==> config.mk <==
export PLATFORM = sky130hd
export DESIGN_NAME = ng_adr_seq_flat
export DESIGN_NICKNAME = d
export VERILOG_FILES = /design/src/rtl/ng_adr_pkg.sv /design/src/rtl/ng_adr_seq_if.sv /design/src/rtl/ng_adr_decode.sv /design/src/rtl/ng_adr_seq.sv /design/src/flat_wrapper.sv
export SDC_FILE = /design/constraint.sdc
export NUM_CORES = 1
export LEC_CHECK = 0
export CAP_MARGIN = 20
export CORE_UTILIZATION = 33
export DETAILED_ROUTE_END_ITERATION = 7
export GPL_ROUTABILITY_DRIVEN = 0
export GPL_TIMING_DRIVEN = 0
export PLACE_DENSITY = 0.77
export SLEW_MARGIN = 20
export SYNTH_ARGS = -nofsm -noshare
export SYNTH_HDL_FRONTEND = slang
export SYNTH_HIERARCHICAL = 1
export SYNTH_SLANG_ARGS = --single-unit
==> constraint.sdc <==
create_clock -name CLK2 -period 1.4 [get_ports CLK2]
set_clock_uncertainty 0.05 [all_clocks]
set_input_delay 0.21 -clock CLK2 [delete_from_list [all_inputs] [get_ports CLK2]]
set_output_delay 0.21 -clock CLK2 [all_outputs]
set_load 0.01 [all_outputs]
==> src/rtl/ng_adr_pkg.sv <==
// ng_adr_pkg
// Shared definitions for the address stage: register widths, S-region codes,
// the highest central-register address, the fixed-fixed bank numbers and the
// restore-sequencer state encoding.
// No ports.
package ng_adr_pkg;

    localparam int S_W    = 12;
    localparam int BANK_W = 4;
    localparam int ADDR_W = BANK_W + 10;

    // S[11:10] selects the memory region.
    typedef enum logic [1:0] {
        REG_ERASABLE = 2'b00,
        REG_BANKED   = 2'b01,
        REG_FIXED1   = 2'b10,
        REG_FIXED2   = 2'b11
    } region_e;

    // Highest address of the central-register block.
    localparam logic [S_W-1:0] S_CENTRAL_MAX = 12'o0027;

    // Banks that the two fixed-fixed regions are hard-wired to.
    localparam logic [BANK_W-1:0] FF_BANK1 = 4'd1;
    localparam logic [BANK_W-1:0] FF_BANK2 = 4'd2;

    typedef enum logic {
        SEQ_IDLE = 1'b0,
        SEQ_PEND = 1'b1
    } seq_state_e;

endpackage

==> src/rtl/ng_adr_seq_if.sv <==
// ng_adr_seq_if
// Bus bundle between the control pulse generator / monitor and the address
// stage. The slave modport is the address stage's view.
//   WRITE_BUS, WS_n, WBK_n, RBK_n, SBWG_n, WE_n, CLR_SEQERR_n : into the stage
//   Address, GTR_1777, GTR_27, BANK_BUS, S_OUT,
//   RESTORE_PEND, SEQ_ERR                                      : out of the stage
interface ng_adr_seq_if;
    import ng_adr_pkg::*;

    logic [15:0]       WRITE_BUS;
    logic              WS_n;
    logic              WBK_n;
    logic              RBK_n;
    logic              SBWG_n;
    logic              WE_n;
    logic              CLR_SEQERR_n;

    logic [ADDR_W-1:0] Address;
    logic              GTR_1777;
    logic              GTR_27;
    logic [15:0]       BANK_BUS;
    logic [S_W-1:0]    S_OUT;
    logic              RESTORE_PEND;
    logic              SEQ_ERR;

    modport master (
        output WRITE_BUS, WS_n, WBK_n, RBK_n, SBWG_n, WE_n, CLR_SEQERR_n,
        input  Address, GTR_1777, GTR_27, BANK_BUS, S_OUT, RESTORE_PEND, SEQ_ERR
    );

    modport slave (
        input  WRITE_BUS, WS_n, WBK_n, RBK_n, SBWG_n, WE_n, CLR_SEQERR_n,
        output Address, GTR_1777, GTR_27, BANK_BUS, S_OUT, RESTORE_PEND, SEQ_ERR
    );

endinterface

==> src/rtl/ng_adr_decode.sv <==
// ng_adr_decode
// Purely combinational address decode from the registered S and BANK.
//   s        in  12  S register
//   bank     in  4   fixed-memory BANK register
//   address  out 14  physical memory address
//   gtr_1777 out 1   1 when S is in erasable memory (S <= 0o1777)
//   gtr_27   out 1   1 when S addresses a central register (S <= 0o27)
module ng_adr_decode
    import ng_adr_pkg::*;
(
    input  logic [S_W-1:0]    s,
    input  logic [BANK_W-1:0] bank,
    output logic [ADDR_W-1:0] address,
    output logic              gtr_1777,
    output logic              gtr_27
);

    region_e region;

    always_comb begin
        region   = region_e'(s[11:10]);
        address  = '0;
        gtr_1777 = (region == REG_ERASABLE);
        gtr_27   = (s <= S_CENTRAL_MAX);
        unique case (region)
            REG_ERASABLE: address = {{BANK_W{1'b0}}, s[9:0]};
            REG_BANKED:   address = {bank, s[9:0]};   // BANK=0 aliases ROM words 0..1023
            REG_FIXED1:   address = {FF_BANK1, s[9:0]};
            REG_FIXED2:   address = {FF_BANK2, s[9:0]};
            default:      address = '0;
        endcase
    end

endmodule

==> src/rtl/ng_adr_seq.sv <==
// ng_adr_seq
// Address stage in front of the memory/G/parity block. Holds S and BANK,
// forms the physical address and region flags, and runs the restore
// sequencer that checks every erasable read is written back before S moves.
//   CLK2   in  1  system clock, rising edge
//   RESET  in  1  synchronous active-high reset
//   bus    slave modport of ng_adr_seq_if (strobes, write bus, address,
//          flags, BANK_BUS, S_OUT, RESTORE_PEND, SEQ_ERR)
//
// Restore sequencer:
//   state    | meaning
//   SEQ_IDLE | no erasable read outstanding
//   SEQ_PEND | erasable cell read into G, write-back (WE) still owed
module ng_adr_seq
    import ng_adr_pkg::*;
(
    input  logic        CLK2,
    input  logic        RESET,
    ng_adr_seq_if.slave bus
);

    logic [S_W-1:0]    s_reg;
    logic [BANK_W-1:0] bank_reg;
    seq_state_e        state;
    logic              restore_pend;
    logic              seq_err;

    logic              gtr_1777;
    logic              gtr_27;
    logic              real_cell;
    logic              seq_err_set;
    logic              unused_bus_bits;

    ng_adr_decode u_decode (
        .s        (s_reg),
        .bank     (bank_reg),
        .address  (bus.Address),
        .gtr_1777 (gtr_1777),
        .gtr_27   (gtr_27)
    );

    // Central registers live in flip-flops, not core, so need no restore.
    assign real_cell = gtr_1777 && !gtr_27;

    // A pending restore is violated by S changing or a second read, unless
    // the write-back happens in that same cycle.
    assign seq_err_set = (state == SEQ_PEND) && bus.WE_n && (!bus.WS_n || !bus.SBWG_n);

    always_ff @(posedge CLK2) begin
        if (RESET) begin
            s_reg        <= '0;
            bank_reg     <= '0;
            state        <= SEQ_IDLE;
            restore_pend <= 1'b0;
            seq_err      <= 1'b0;
        end else begin
            if (!bus.WS_n)  s_reg    <= bus.WRITE_BUS[S_W-1:0];
            if (!bus.WBK_n) bank_reg <= bus.WRITE_BUS[13:10];

            unique case (state)
                SEQ_IDLE: begin
                    // A simultaneous read and write-back is a complete cycle.
                    if (!bus.SBWG_n && bus.WE_n && real_cell) begin
                        state        <= SEQ_PEND;
                        restore_pend <= 1'b1;
                    end
                end
                SEQ_PEND: begin
                    if (!bus.WE_n || !bus.WS_n) begin
                        state        <= SEQ_IDLE;
                        restore_pend <= 1'b0;
                    end
                end
                default: begin
                    state        <= SEQ_IDLE;
                    restore_pend <= 1'b0;
                end
            endcase

            if (!bus.CLR_SEQERR_n)
                seq_err <= 1'b0;
            else if (seq_err_set)
                seq_err <= 1'b1;
        end
    end

    assign bus.GTR_1777     = gtr_1777;
    assign bus.GTR_27       = gtr_27;
    assign bus.BANK_BUS     = bus.RBK_n ? 16'h0000 : {2'b00, bank_reg, 10'b0};
    assign bus.S_OUT        = s_reg;
    assign bus.RESTORE_PEND = restore_pend;
    assign bus.SEQ_ERR      = seq_err;

    assign unused_bus_bits = ^bus.WRITE_BUS[15:14];

endmodule

==> src/flat_wrapper.sv <==
// flat-port wrapper written by rule: the top's interface ports become plain ports
module ng_adr_seq_flat import ng_adr_pkg::*;
  (CLK2, RESET, bus_WRITE_BUS, bus_WS_n, bus_WBK_n, bus_RBK_n, bus_SBWG_n, bus_WE_n, bus_CLR_SEQERR_n, bus_Address, bus_GTR_1777, bus_GTR_27, bus_BANK_BUS, bus_S_OUT, bus_RESTORE_PEND, bus_SEQ_ERR);
  ng_adr_seq_if bus_i ();
  input  logic CLK2;
  input  logic RESET;
  input wire logic [$bits(bus_i.WRITE_BUS)-1:0] bus_WRITE_BUS;
  input wire logic [$bits(bus_i.WS_n)-1:0] bus_WS_n;
  input wire logic [$bits(bus_i.WBK_n)-1:0] bus_WBK_n;
  input wire logic [$bits(bus_i.RBK_n)-1:0] bus_RBK_n;
  input wire logic [$bits(bus_i.SBWG_n)-1:0] bus_SBWG_n;
  input wire logic [$bits(bus_i.WE_n)-1:0] bus_WE_n;
  input wire logic [$bits(bus_i.CLR_SEQERR_n)-1:0] bus_CLR_SEQERR_n;
  output wire logic [$bits(bus_i.Address)-1:0] bus_Address;
  output wire logic [$bits(bus_i.GTR_1777)-1:0] bus_GTR_1777;
  output wire logic [$bits(bus_i.GTR_27)-1:0] bus_GTR_27;
  output wire logic [$bits(bus_i.BANK_BUS)-1:0] bus_BANK_BUS;
  output wire logic [$bits(bus_i.S_OUT)-1:0] bus_S_OUT;
  output wire logic [$bits(bus_i.RESTORE_PEND)-1:0] bus_RESTORE_PEND;
  output wire logic [$bits(bus_i.SEQ_ERR)-1:0] bus_SEQ_ERR;
  assign bus_i.WRITE_BUS = bus_WRITE_BUS;
  assign bus_i.WS_n = bus_WS_n;
  assign bus_i.WBK_n = bus_WBK_n;
  assign bus_i.RBK_n = bus_RBK_n;
  assign bus_i.SBWG_n = bus_SBWG_n;
  assign bus_i.WE_n = bus_WE_n;
  assign bus_i.CLR_SEQERR_n = bus_CLR_SEQERR_n;
  assign bus_Address = bus_i.Address;
  assign bus_GTR_1777 = bus_i.GTR_1777;
  assign bus_GTR_27 = bus_i.GTR_27;
  assign bus_BANK_BUS = bus_i.BANK_BUS;
  assign bus_S_OUT = bus_i.S_OUT;
  assign bus_RESTORE_PEND = bus_i.RESTORE_PEND;
  assign bus_SEQ_ERR = bus_i.SEQ_ERR;
  ng_adr_seq u_core (.CLK2(CLK2), .RESET(RESET), .bus(bus_i));
endmodule
==> metrics.txt <==
outcome=finished, violations left; failing checks=negative setup slack; cell row count=19; clock slew at the register clock pins of the worst setup and hold paths=roughly 0.11 ns; ys flop type=dfxtp_1; startpoint types=flop; flops & latches, synth=19; Synth Area in XOR/XNOR=0%; number of global-route vias before repair=roughly 840; Core Area=0.00276 mm²; Post-DRT Antenna Nets=0; critical path arrival=1.20 ns; worst min path class=input pin to flop; sequential area share after synthesis=about two fifths; fin. max-slew vios=0; cells along the critical path=nor3_2 > and4_4 > buf_6; Async SR Flop Fraction=0%; count leader, synth=buf_4; P_leak=roughly 0.00087 µW; CP bufs+invs=1; f_max=between 600 and 700 MHz; WP data required=roughly 1.1 ns; CTS root buffer=clkbuf_4; Avg Cell Area, Syn=9.48 µm²; drt initial violations=7; max cap viols=0; largest cells by area after synthesis=dfxtp_1, buf_4, mux2i_1, nor2_1, nor2b_1; DRT Pass-1 Iters=4; synthesized area=~970 µm²; RSZ-0062 raised after global routing=yes; initial antenna violation count=0; first-pass GRT wire length=3.59 mm; critical path's slowest cell=dfxtp_2; Die H=~56 µm; total CTS buffers=3; Largest register FFs=12; WS Path Type=flop to output port; worst setup margin=-0.0559 ns; CP max FO=3; H-tree levels=1; Area Overhead vs Synth=67.1%; clk_lat worst skew=~0.30 ns; CTS Buffer Depth=2; minimum clock period=about 1.5 ns; Buffers on Ports=between 50 and 60; gr ovfl total=0; Ant. Diodes=0; Power, Total=about 1200 µW; crit-path max cell delay=about 0.35 ns; wirelength, routed=~2.2 mm; Top Family by Delay on Critical Path=simple AND/OR/NAND/NOR gates; die width=approximately 56 µm; CTS sink cnt=19; multiplexer share of the synthesized area=between 10% and 20%; Synth Area in Compound Gates=3.75%; Die Area=approximately 0.0032 mm²; Min Hold Slack=approximately 0.17 ns; GRT Util Overall=about 15%; Final Hold Fails=0; io pins=70; most frequent cells after synthesis=buf_4, dfxtp_1, nor2_1; largest net degree at the start of global routing=12; largest family of logic cells by synthesized area=buffers and inverters; post-synth top area share=roughly two fifths; top cell type by total area after synthesis=dfxtp_1; Post-synth EDFFs=0; total number of vias=885; routed vias/inst=about 4.4; # setup viols final=1; Final period util=104%; DRC Markers=0; maximum vdd drop=around 0.00074 V; Initial Utilization=between 30% and 40%; WL/cell=between 10 and 15 µm; share of layout cells above drive strength 1=roughly a third; CTS tree=built; Fin Setup TNS=-0.0559 ns; Post-Synthesis Cells=about 100; post-synth cell types=22; YS warnings=6; hpwl dp=1.74 mm; simple-gate share of the synthesized area=a little under a fifth; CP Capture Type=output port; nets@finish=slightly below 200; Adder-Cell Fraction of Synth Area=0%; Cell Pwr Density=around 760 mW/mm²; cts hold-fix bufs=0
-- layout make-up --
| type | instances | area, µm² |
|---|---|---|
| buffer | 27 | 198 |
| clock buffer | 3 | 22.5 |
| clock inverter | 1 | 5.00 |
| fill | 262 | 1140 |
| multi-input combinational | 67 | 443 |
| sequential | 19 | 400 |
| tap | 31 | 38.8 |
| timing repair buffer | 55 | 509 |
-- power breakdown --
group / switching, µW / leakage (µW) / total (µW) / internal, µW
sequential: 30.7 / 0.000161 / 605 / 574
combinational: 135 / 0.000687 / 340 / 205
clock: 174 / 0.0000177 / 281 / 106
total: 340 / 0.000866 / 1230 / 885
-- path summary, 6_finish.rpt --
check                                 end  depth (start not counted)                  from  slack, ns
setup / recovery               bus_GTR_27                          3   u_core/bus.S_OUT[5]      -0.06
hold / removal        u_core/bus.S_OUT[3]                          2                 RESET       0.17
setup reg to reg  u_core/bus.RESTORE_PEND                          5  u_core/bus.S_OUT[11]       0.14
hold reg to reg       u_core/bus.S_OUT[1]                          2   u_core/bus.S_OUT[1]       0.47
-- layout by cell type (no fill, tap or decap), drive strengths merged --
cell,count
conb,12
clkdlybuf4s15,1
dfxtp,19
a31oi,1
a22oi,1
o21a,1
and3b,2
dlygate4sd2,28
buf,33
clkinv,1
nor4b,1
nor2b,4
nand2,3
nor3b,2
mux2i,17
a21oi,1
nor2,19
and4,1
clkdlybuf4s50,18
nor3,1
clkbuf,5
a21bo,1
-- routing by layer --
layer  up-vias  global-route usage [%]  part of all wire (%)
li1        442                       -                     -
met1       381                    15.8                    38
met2        58                    25.7                    49
met3         4                    4.42                    12
met4         0                    7.32                  0.89
met5         -                       0                     0
-- stage by stage --
step / util (%) / cells / worst slack, ns / cell area, µm²
global placement: 56.9 / 196 / -0.198 / 1570
global route: 58.6 / 203 / -0.102 / 1620
finish: 58.6 / 203 / -0.0559 / 1620
CTS: 57.8 / 203 / -0.0673 / 1600
detailed placement: 56.9 / 196 / -0.244 / 1570
floorplan: - / 113 / 0.0653 / 1010
-- kinds of logic after synthesis --
family | count (synthesis)
compound gates | 5
buf+inv | 27
flops | 19
mux | 17
other cells | 1
simple gates | 33
-- repair_timing --
| item | 4_1_cts | 5_1_grt |
|---|---|---|
| setup buffers | 3 | 0 |
| pin swaps | 1 | 1 |
| endpoints found under the hold margin | 0 | 0 |
| setup endpoints to repair | 34 | 7 |
| resized for setup | 63 | 8 |
Note: power is estimated with default switching activity, not from simulation.
